`config.mk`:
```
export PLATFORM = sky130hd
export DESIGN_NAME = audio_record_writer_flat
export DESIGN_NICKNAME = d
export VERILOG_FILES = /design/src/rtl/audio_record_writer_pkg.sv /design/src/rtl/audio_record_writer_if.sv /design/src/rtl/audio_record_writer_fifo.sv /design/src/rtl/audio_record_writer.sv /design/src/flat_wrapper.sv
export SDC_FILE = /design/constraint.sdc
export NUM_CORES = 2
export LEC_CHECK = 0
export CAP_MARGIN = 20
export CELL_PAD_IN_SITES_DETAIL_PLACEMENT = 2
export CELL_PAD_IN_SITES_GLOBAL_PLACEMENT = 2
export CORE_ASPECT_RATIO = 0.6
export CORE_MARGIN = 4
export CORE_UTILIZATION = 49
export DETAILED_ROUTE_END_ITERATION = 6
export GPL_TIMING_DRIVEN = 0
export PLACE_DENSITY_LB_ADDON = 0.1
export SYNTH_ARGS = -nofsm -noshare
export SYNTH_HDL_FRONTEND = slang
export SYNTH_HIERARCHICAL = 1
export SYNTH_SLANG_ARGS = --single-unit
```
`constraint.sdc`:
```
create_clock -name clk -period 15.6 [get_ports clk]
set_input_delay 2.34 -clock clk [delete_from_list [all_inputs] [get_ports clk]]
set_output_delay 2.34 -clock clk [all_outputs]
set_load 0.01 [all_outputs]
```
`src/rtl/audio_record_writer_pkg.sv`:
```
// Shared types and constants for the audio record writer.
//   record_state_t   : take FSM states
//   SAMPLES_PER_WORD : 16-bit samples packed per DRAM word
//   WORD_WIDTH       : DRAM word width in bits
package audio_record_pkg;

  typedef enum logic [1:0] {
    IDLE    = 2'd0,
    CAPTURE = 2'd1,
    FLUSH   = 2'd2,
    DONE    = 2'd3
  } record_state_t;

  localparam int SAMPLES_PER_WORD = 8;
  localparam int SAMPLE_WIDTH     = 16;
  localparam int WORD_WIDTH       = SAMPLES_PER_WORD * SAMPLE_WIDTH;

endpackage

```
`src/rtl/audio_record_writer_if.sv`:
```
// DRAM write-client port of the record writer.
//   wr_addr  : word address
//   wr_data  : packed word, sample 0 (oldest) in bits [15:0]
//   wr_valid : request pending
//   wr_ready : DRAM accepts when wr_valid && wr_ready
// master = record writer, slave = DRAM arbiter.
interface audio_record_writer_if #(
  parameter int ADDR_WIDTH = 24
);
  import audio_record_pkg::*;

  logic [ADDR_WIDTH-1:0] wr_addr;
  logic [WORD_WIDTH-1:0] wr_data;
  logic                  wr_valid;
  logic                  wr_ready;

  modport master (output wr_addr, output wr_data, output wr_valid, input  wr_ready);
  modport slave  (input  wr_addr, input  wr_data, input  wr_valid, output wr_ready);

endinterface

```
`src/rtl/audio_record_writer_fifo.sv`:
```
// record_word_fifo: synchronous word FIFO between the packer and the DRAM
// write register.
//   push/push_data : write a word (ignored when full)
//   pop            : drop the head (ignored when empty)
//   head           : oldest entry
//   next           : entry behind the head, valid when multi=1
//   full/empty     : occupancy flags
//   multi          : at least two entries held
// Pointers wrap modulo FIFO_DEPTH; a separate full flag disambiguates
// equal pointers.
module record_word_fifo
  import audio_record_pkg::*;
#(
  parameter int FIFO_DEPTH = 16
) (
  input  logic                  clk,
  input  logic                  rst,
  input  logic                  push,
  input  logic [WORD_WIDTH-1:0] push_data,
  input  logic                  pop,
  output logic [WORD_WIDTH-1:0] head,
  output logic [WORD_WIDTH-1:0] next,
  output logic                  full,
  output logic                  empty,
  output logic                  multi
);

  localparam int PTR_W = $clog2(FIFO_DEPTH);

  logic [WORD_WIDTH-1:0] mem [FIFO_DEPTH];
  logic [PTR_W-1:0]      wr_ptr, rd_ptr, fill;
  logic                  full_q;
  logic                  do_push, do_pop;

  assign empty   = (wr_ptr == rd_ptr) && !full_q;
  assign full    = full_q;
  assign fill    = wr_ptr - rd_ptr;
  assign multi   = full_q || (fill > PTR_W'(1));
  assign do_push = push && !full_q;
  assign do_pop  = pop && !empty;
  assign head    = mem[rd_ptr];
  assign next    = mem[rd_ptr + PTR_W'(1)];

  always_ff @(posedge clk) begin
    if (do_push) mem[wr_ptr] <= push_data;
  end

  always_ff @(posedge clk or negedge rst) begin
    if (!rst) begin
      wr_ptr <= '0;
      rd_ptr <= '0;
      full_q <= 1'b0;
    end else begin
      if (do_push) wr_ptr <= wr_ptr + PTR_W'(1);
      if (do_pop)  rd_ptr <= rd_ptr + PTR_W'(1);
      if (do_push && !do_pop && (wr_ptr + PTR_W'(1) == rd_ptr)) full_q <= 1'b1;
      else if (do_pop && !do_push)                               full_q <= 1'b0;
    end
  end

endmodule

```
`src/rtl/audio_record_writer.sv`:
```
// audio_record_writer: records a valid-strobed 16-bit sample stream into
// DRAM as packed 128-bit words at consecutive word addresses.
//   clk, rst               : clock, async active-low reset
//   record_start/stop      : single-cycle take control pulses
//   base_addr, max_words   : take parameters, latched on accepted start
//                            (max_words 0 = unlimited)
//   sample_in(_valid)      : sample stream, one strobe per sample
//   wr                     : DRAM write port (valid/ready)
//   busy, done             : FSM not idle / one-cycle end-of-take pulse
//   recorded_words         : words accepted by DRAM this/last take (saturating)
//   overflow               : sticky, a packed word was dropped on a full FIFO
module audio_record_writer
  import audio_record_pkg::*;
#(
  parameter int ADDR_WIDTH = 24,
  parameter int FIFO_DEPTH = 16,
  parameter int LEN_WIDTH  = 20
) (
  input  logic                   clk,
  input  logic                   rst,
  input  logic                   record_start,
  input  logic                   record_stop,
  input  logic [ADDR_WIDTH-1:0]  base_addr,
  input  logic [LEN_WIDTH-1:0]   max_words,
  input  logic [15:0]            sample_in,
  input  logic                   sample_in_valid,
  audio_record_writer_if.master  wr,
  output logic                   busy,
  output logic                   done,
  output logic [LEN_WIDTH-1:0]   recorded_words,
  output logic                   overflow
);

  localparam int CNT_W = $clog2(SAMPLES_PER_WORD);

  record_state_t state_q, state_d;

  logic [ADDR_WIDTH-1:0] base_q, offset_q, wr_addr_q;
  logic [LEN_WIDTH-1:0]  max_q, words_packed_q, recorded_q;
  logic [WORD_WIDTH-1:0] wr_data_q;
  logic                  wr_valid_q, overflow_q;

  logic [SAMPLES_PER_WORD-1:0][SAMPLE_WIDTH-1:0] lanes_q, word_d;
  logic [CNT_W-1:0]      count_q;

  logic                  in_capture, start_acc, limit_hit, take_sample;
  logic                  full_word, pad_push, push_req, handshake;
  logic [WORD_WIDTH-1:0] fifo_head, fifo_next;
  logic                  fifo_full, fifo_empty, fifo_multi;

  // ---------------- FSM ----------------
  assign in_capture = (state_q == CAPTURE);
  assign start_acc  = (state_q == IDLE) && record_start;
  assign limit_hit  = (max_q != '0) && (words_packed_q == max_q);

  always_ff @(posedge clk or negedge rst) begin
    if (!rst) state_q <= IDLE;
    else      state_q <= state_d;
  end

  always_comb begin
    state_d = state_q;
    case (state_q)
      IDLE:    if (record_start)              state_d = CAPTURE;
      CAPTURE: if (record_stop || limit_hit)  state_d = FLUSH;
      FLUSH:   if (fifo_empty && !wr_valid_q) state_d = DONE;
      DONE:                                   state_d = IDLE;
      default:                                state_d = IDLE;
    endcase
  end

  assign busy = (state_q != IDLE);
  assign done = (state_q == DONE);

  // ---------------- Packer ----------------
  // Once the word limit is reached, further samples are ignored even in the
  // one cycle before the FSM reaches FLUSH.
  always_comb begin
    take_sample = in_capture && sample_in_valid && !limit_hit;
    word_d      = lanes_q;
    if (take_sample) word_d[count_q] = sample_in;
    full_word   = take_sample && (count_q == CNT_W'(SAMPLES_PER_WORD - 1));
    // Lanes are cleared after every push, so a partial word is already
    // zero-padded above the last written lane.
    pad_push    = in_capture && record_stop && !limit_hit && !full_word &&
                  (take_sample || (count_q != '0));
    push_req    = full_word || pad_push;
  end

  always_ff @(posedge clk or negedge rst) begin
    if (!rst) begin
      lanes_q        <= '0;
      count_q        <= '0;
      words_packed_q <= '0;
      overflow_q     <= 1'b0;
      base_q         <= '0;
      max_q          <= '0;
    end else if (start_acc) begin
      lanes_q        <= '0;
      count_q        <= '0;
      words_packed_q <= '0;
      overflow_q     <= 1'b0;
      base_q         <= base_addr;
      max_q          <= max_words;
    end else if (push_req) begin
      lanes_q        <= '0;
      count_q        <= '0;
      // Dropped words still count so the limit tracks captured time.
      words_packed_q <= words_packed_q + 1'b1;
      if (fifo_full) overflow_q <= 1'b1;
    end else if (take_sample) begin
      lanes_q <= word_d;
      count_q <= count_q + 1'b1;
    end
  end

  record_word_fifo #(.FIFO_DEPTH(FIFO_DEPTH)) u_fifo (
    .clk       (clk),
    .rst       (rst),
    .push      (push_req),
    .push_data (word_d),
    .pop       (handshake),
    .head      (fifo_head),
    .next      (fifo_next),
    .full      (fifo_full),
    .empty     (fifo_empty),
    .multi     (fifo_multi)
  );

  // ---------------- Write port ----------------
  // The presented word stays in the FIFO until DRAM accepts it, so the FIFO
  // alone bounds how many words can be outstanding.
  assign handshake = wr_valid_q && wr.wr_ready;

  always_ff @(posedge clk or negedge rst) begin
    if (!rst) begin
      wr_valid_q <= 1'b0;
      wr_addr_q  <= '0;
      wr_data_q  <= '0;
      offset_q   <= '0;
      recorded_q <= '0;
    end else if (start_acc) begin
      offset_q   <= '0;
      recorded_q <= '0;
    end else if (handshake) begin
      offset_q <= offset_q + 1'b1;
      if (recorded_q != '1) recorded_q <= recorded_q + 1'b1;
      if (fifo_multi) begin
        wr_data_q <= fifo_next;
        wr_addr_q <= base_q + offset_q + 1'b1;
      end else begin
        wr_valid_q <= 1'b0;
      end
    end else if (!wr_valid_q && !fifo_empty) begin
      wr_data_q  <= fifo_head;
      wr_addr_q  <= base_q + offset_q;
      wr_valid_q <= 1'b1;
    end
  end

  assign wr.wr_addr     = wr_addr_q;
  assign wr.wr_data     = wr_data_q;
  assign wr.wr_valid    = wr_valid_q;
  assign recorded_words = recorded_q;
  assign overflow       = overflow_q;

endmodule

```
`src/flat_wrapper.sv`:
```
// flat-port wrapper written by rule: the top's interface ports become plain ports
module audio_record_writer_flat import audio_record_pkg::*;
#(
  parameter int ADDR_WIDTH = 24,
  parameter int FIFO_DEPTH = 16,
  parameter int LEN_WIDTH  = 20
)
  (clk, rst, record_start, record_stop, base_addr, max_words, sample_in, sample_in_valid, busy, done, recorded_words, overflow, wr_wr_addr, wr_wr_data, wr_wr_valid, wr_wr_ready);
  audio_record_writer_if #(.ADDR_WIDTH(ADDR_WIDTH)) wr_i ();
  input  logic clk;
  input  logic rst;
  input  logic record_start;
  input  logic record_stop;
  input  logic [ADDR_WIDTH-1:0] base_addr;
  input  logic [LEN_WIDTH-1:0] max_words;
  input  logic [15:0] sample_in;
  input  logic sample_in_valid;
  output logic busy;
  output logic done;
  output logic [LEN_WIDTH-1:0] recorded_words;
  output logic overflow;
  output wire logic [$bits(wr_i.wr_addr)-1:0] wr_wr_addr;
  output wire logic [$bits(wr_i.wr_data)-1:0] wr_wr_data;
  output wire logic [$bits(wr_i.wr_valid)-1:0] wr_wr_valid;
  input wire logic [$bits(wr_i.wr_ready)-1:0] wr_wr_ready;
  assign wr_wr_addr = wr_i.wr_addr;
  assign wr_wr_data = wr_i.wr_data;
  assign wr_wr_valid = wr_i.wr_valid;
  assign wr_i.wr_ready = wr_wr_ready;
  audio_record_writer #(.ADDR_WIDTH(ADDR_WIDTH), .FIFO_DEPTH(FIFO_DEPTH), .LEN_WIDTH(LEN_WIDTH)) u_core (.clk(clk), .rst(rst), .record_start(record_start), .record_stop(record_stop), .base_addr(base_addr), .max_words(max_words), .sample_in(sample_in), .sample_in_valid(sample_in_valid), .wr(wr_i), .busy(busy), .done(done), .recorded_words(recorded_words), .overflow(overflow));
endmodule
```
[Word-level counts from Yosys, hierarchy flattened]
Memory sizes are Yosys's and may differ from the RTL's.
Cells that the tools add are included.
Cells by class
  add/sub/neg operators: 9
  magnitude comparators: 3
  equality and inequality tests: 13
  multiplexer cells: 37
  bitwise gates (word level): 1
  reduce and logical (&&, ||, !) cells: 46
Operator list (count)
  128-bit two-way mux: 7
  128-bit bitwise mux: 1
  24-bit two-way mux: 5
  20-bit two-way mux: 5
  24-bit by 1-bit adder with 24-bit output, second input constant: 2
  16-bit demux with 3-bit select: 1
  20-bit by 1-bit adder with 20-bit output, second input constant: 2
  24-bit adder: 1
  20-bit == test: 1
  20-bit inequality test, second input constant: 1
  20-bit nonzero test: 1
  1-bit logical AND: 19
  16-bit two-way mux: 1
  2-bit nonzero test: 7
  1-bit two-way mux: 10
  3-bit two-way mux: 3
  3-bit AND reduction: 3
  4-bit by 1-bit adder with 4-bit output, second input constant: 2
  4-bit == test: 2
  2-bit case mux with 4 select lines: 1
  1-bit zero test: 7
  2-bit two-way mux: 3
  2-bit inequality test, second input constant: 3
  3-bit nonzero test: 2
  other kinds (13): 19
Word-level totals
  register bits: 404
  memory bits (writable): 2048
  input bits: 66
  output and inout port bits: 176
  word-level logic and storage cells: 132
  memories kept: 1
Memory list
  u_core.u_fifo.mem: words 16, bits a word 128, rd ports 2, clocked after Yosys merged registers in 0, write ports 1, line audio_record_writer_fifo.sv:30  | logic [WORD_WIDTH-1:0] mem [FIFO_DEPTH];

[Depth between registers and ports, before layout]
  depth after elaboration: 14
  gate-level depth with buffers: 17
  depth with buffers taken out: 12

[Modules after synthesis]
Netlist, hierarchy kept.
By module, submodules not included
  record_word_fifo: instances 1, cells an instance 3860, area each 92628.8 um^2
  audio_record_writer: instances 1, cells an instance 1874, area each 19587.5 um^2

[Worst setup path after synthesis]
OpenSTA, ideal clock, no wires.
  path type: input -> register
  start point: input record_stop
  end point: memory u_core/u_fifo/mem[3][0] (netlist name) (enable)
  setup time: 0.772 ns
  arrival: 12.028 ns
  setup slack: 2.801 ns
  stages on the path: 7
  path buffers: 1
  path through: a21o_1 -> nand2_1 -> a21oi_2 -> nor2b_1 -> clkbuf_1 -> nand2_1 -> nor3_1
Between the ends
  longest elaborated chain between the ends: 8
Ends and longest elaborated chain
  start, declared: line flat_wrapper.sv:13  | input logic record_stop;
  1-bit logical AND (4 in a row): line audio_record_writer.sv:85  | pad_push = in_capture && record_stop && !limit_hit && !full_word &&
  1-bit logical OR: line audio_record_writer.sv:87  | push_req = full_word || pad_push;
  named net u_core.push_req: line audio_record_writer.sv:47  | logic full_word, pad_push, push_req, handshake;
  1-bit logical AND: line audio_record_writer_fifo.sv:39  | assign do_push = push && !full_q;
  1-bit two-way mux: line audio_record_writer_fifo.sv:45  | if (do_push) mem[wr_ptr] <= push_data;
  1-bit two-way mux (not written as such): line audio_record_writer_fifo.sv:45
  end, declared: line audio_record_writer_fifo.sv:30
The timed path passes the listed nets, and every way through them passes these cells.

[Final worst setup path]
  start point: register u_core.u_fifo.rd_ptr[1]
  end point: register u_core.wr_data_q[1], in the netlist u_core/wr.wr_data[1]
RTL lines
  start, declared: line audio_record_writer_fifo.sv:31  | logic [PTR_W-1:0] wr_ptr, rd_ptr, fill;
  start signal, assigned: line audio_record_writer_fifo.sv:55  | if (do_pop) rd_ptr <= rd_ptr + PTR_W'(1);
  4-bit subtractor: line audio_record_writer_fifo.sv:37  | assign fill = wr_ptr - rd_ptr;
  4-bit by 1-bit > comparator with 1-bit output: line audio_record_writer_fifo.sv:38  | assign multi = full_q || (fill > PTR_W'(1));
  1-bit logical OR: line audio_record_writer_fifo.sv:38
  named net u_core.fifo_multi: line audio_record_writer.sv:49  | logic fifo_full, fifo_empty, fifo_multi;
  2-bit by 1-bit inequality test with 1-bit output (no line)
  3-bit AND reduction (no line)
  end signal, assigned: line audio_record_writer.sv:149  | wr_data_q <= fifo_next;
  end signal, assigned: line audio_record_writer.sv:155  | wr_data_q <= fifo_head;
  end, declared: line audio_record_writer.sv:40  | logic [WORD_WIDTH-1:0] wr_data_q;
The timed path passes the listed nets, and every way through them passes these cells. The select of a mux whose other input is x is not followed.
A chain may end at the register's enable or synchronous reset.

==> summary.txt <==
Outcome
  – Status: finished, final reports clean

Worst setup path
  – CP dominant cell by count: o21ai_0
  – Critical Path AT: about 7.7 ns
  – Reg-to-reg startpoint: u_core/u_fifo/rd_ptr[1]$_DFFE_PN0P_
  – CP Launch Type: flip-flop
  – Crit path largest cell delay: about 0.7 ns
  – Required time of the critical path: ~16 ns
  – Reg2Reg Capture Point: u_core/wr.wr_data[1]$_DFFE_PN0P_
  – R2r setup slk: about 8.6 ns
  – Critical-path top delay cell: o21ai_0
  – R2r worst-path depth: 18
  – Family with the most delay on the worst path: buffers and inverters
  – Critical Path Sink Type: flip-flop
  – WP buf/inv: 8
  – CP cell instances: buf_2 -> buf_2 -> buf_2 -> inv_1 -> ha_1 -> nor2b_1 -> o21ai_0 -> a21boi_0 -> o21ai_0 -> nand2_1 -> o21ai_0 -> nand2_1 -> buf_16 -> clkbuf_8 -> clkbuf_2 -> clkbuf_1 -> nand2_1 -> o21ai_0
  – CP max FO: 11
  – CP Class: reg2reg
  – CP startpoint: u_core/u_fifo/rd_ptr[1]$_DFFE_PN0P_

Die
  – Initial Util: 0.495
  – Die extent in x: between 600 and 700 um
  – I/O Pins: about 240
  – Core region area: 0.227 mm2
  – Row count: roughly 140
  – Die span in y: 379 um
  – Die ar.: roughly 0.24 mm2

Clock network
  – TritonCTS buffer count: about 230
  – Postcts setup bufs: 0
  – CTS tree: yes
  – Clk root buf: clkbuf_16
  – Clock Path Buffers: 4
  – TritonCTS sink count: between 2000 and 2500
  – Worst-Skew Late Latency: between 0.9 and 1 ns
  – Clk pin slew, worst setup/hold paths: 0.07 ns
  – Post-cts gate resize count: 0
  – Hold buffers post-CTS: 0
  – H-tree lvl count: 4

Worst hold path
  – HP Class: reg2reg
  – Hold Startpoint: u_core/wr.wr_data[15]$_DFFE_PN0P_
  – Hold EP: u_core/wr.wr_data[15]$_DFFE_PN0P_
  – WHS Path Cells: 2

Detailed routing
  – # DRC: 0
  – Initial drt markers: 11755
  – Drt via density: ~7.3
  – DR vias: 70419
  – Routed WL per cell: 44.1 um
  – Pre-antenna DRT Iters: 6
  – Post-Route WL: between 400000 and 500000 um
  – Detail Route Antenna Nets: 0

Yosys
  – EDFF count, synth: between 2000 and 2500
  – Synth warn: 6
  – Syn Std Cell Area: ~0.11 mm2
  – Avg Synthesized Cell Area: between 15 and 20 um2
  – Async set-or-reset flop fraction in the synthesized netlist: 0.165
  – Seq/Total Area, Yosys: 0.638
  – Syn nets: about 5800
  – Top FF cell, synth: edfxtp_1
  – Synth cell types: 79
  – Synth Register Bits: ~2500
  – Synth Instances: around 5700

Power and ir drop
  – Pwr/cell area: a little over 200 mW/mm2
  – Worst vdd ir: 0.000137 V
  – P_leak: 45.5 nW
  – Tot Pwr: roughly 27 mW

Timing
  – Final count of pins violating max slew: 0
  – PnR worst setup slack: roughly 8.6 ns
  – Slew margin rel.: 0.166
  – Final setup viols: 0
  – Final worst hold slack: 0.478 ns
  – Period utilization: 0.447
  – Final hold violations: 0
  – Worst Clk Skew: ~0.055 ns
  – Fmax: between 100 and 150 MHz
  – Worst Max-Slew Pin Slew: approximately 1.3 ns
  – Post-layout min period: roughly 7.0 ns
  – RSZ-0062 raised after global routing: no
  – Setup TNS: 0 ns

Place
  – Final GP Congestion: between 0.8 and 0.9
  – Placed insts: approximately 9000
  – DP Area: 0.122 mm2
  – Dpl ws: 8.02 ns
  – DP HPWL: roughly 290000 um
  – PortBufs: 241

Global routing
  – Total grt overflow: 0
  – Overall routing resource usage: 0.360
  – Initial antenna violation count: 27
  – Vias in the first global route: roughly 73000
  – First-pass GRT wire length: just under 600000 um
  – Largest net degree at the start of global routing: 99

Final layout
  – Layout Utilization: 0.574
  – Post-route insts no fill: around 9700
  – Nets: ~6500
  – Most frequent cells in the layout: edfxtp_1 (2048), mux4_2 (1241), nand2_1 (456), dfrtp_1 (404), clkbuf_16 (237)
  – Commonest non-fill, non-tap cell in the layout: edfxtp_1
  – Syn-to-layout area delta: 15.9%
  – Design area: approximately 0.13 mm2
  – Share of cells above drive strength 1: 0.337

Job
  – Total of max-cap violations: 0
-- flip-flops by register name, indices dropped and copies added (netlist names) --
signal	cells
u_core/wr.wr_data	128
u_core/lanes_q	128
u_core/base_q	24
u_core/u_fifo/rd_ptr	4
u_core/max_q	20
u_core/overflow	1
u_core/wr.wr_addr	24
u_core/offset_q	24
u_core/words_packed_q	20
u_core/state_q	2
u_core/u_fifo/wr_ptr	4
u_core/recorded_words	20
u_core/u_fifo/mem	2048
u_core/u_fifo/full	1
u_core/count_q	3
u_core/wr.wr_valid	1
-- cell type report --
cell class              count  area (um2)
clock inverters            98        1020
inverters                  23        86.3
repair buffers            460        6040
well taps                3014        3770
clock buffers             335        6720
plain buffers             401        1930
diodes                     45         113
multi-input cells        2858       38700
flip-flops and latches   2452       71600
fillers                 18478       96700
-- worst max-delay path by stage --
stage                                          to  depth (start not counted)
2_1_floorplan   u_core/u_fifo/mem[3][0]$_DFFE_PP_                          7
3_3_place_gp   u_core/u_fifo/mem[0][35]$_DFFE_PP_                          7
6_report         u_core/wr.wr_data[1]$_DFFE_PN0P_                         18
3_5_place_dp   u_core/u_fifo/mem[0][35]$_DFFE_PP_                         14
5_1_grt          u_core/wr.wr_data[1]$_DFFE_PN0P_                         18
4_1_cts          u_core/wr.wr_data[1]$_DFFE_PN0P_                         18
-- kinds of logic (layout without fill, tap and decap cells) --
| kind of cell | count (synthesis) | after routing | synth area share |
|---|---|---|---|
| and+or+nand+nor | 857 | 857 | 0.0367 |
| AOI/OAI and AO/OA | 305 | 305 | 0.0163 |
| adders and majority gates | 45 | 45 | 0.00515 |
| DFF | 2452 | 2452 | 0.638 |
| other | 0 | 45 | 0 |
| buffers and inverters | 424 | 1317 | 0.0179 |
| muxes | 1521 | 1521 | 0.275 |
| xor gates and xnor gates | 130 | 130 | 0.0103 |
-- worst min-delay path, delay by kind of cell, from the launching register on --
family / cells / cell delay (ns)
compound gates: 1 / 0.06
flops: 1 / 0.34
simple gates: 1 / 0.05
-- metal layers --
layer | track usage | wire length (um) | up-vias
met5 | 0 | 126 | -
met4 | 0.137 | 17700 | 12
met3 | 0.0932 | 52400 | 1044
met2 | 0.538 | 194000 | 5777
met1 | 0.512 | 164000 | 38291
li1 | - | - | 25295
-- Yosys cell counts, drive strengths merged (16+ instances only) --
master / count / share of area
xor2: 79 / 0.0063
nand3: 55 / 0.0025
clkbuf: 183 / 0.0063
ha: 43 / 0.0048
nand4: 16 / 0.00089
nor4: 22 / 0.0025
nor2b: 139 / 0.0078
mux4: 1241 / 0.25
o21ai: 188 / 0.0084
mux2i: 150 / 0.013
dfrtp: 404 / 0.090
and3: 18 / 0.0010
mux2: 130 / 0.013
nor2: 95 / 0.0032
nand2: 456 / 0.015
buf: 218 / 0.011
a21oi: 53 / 0.0024
xnor2: 51 / 0.0040
inv: 22 / 0.00074
edfxtp: 2048 / 0.55
-- report_power, final --
group | internal [mW] | switching [mW]
combinational | 4.98 | 7.48
clock | 3.32 | 2.64
sequential | 7.83 | 0.323
total | 16.1 | 10.4
Power figures use the tool's default switching activity.
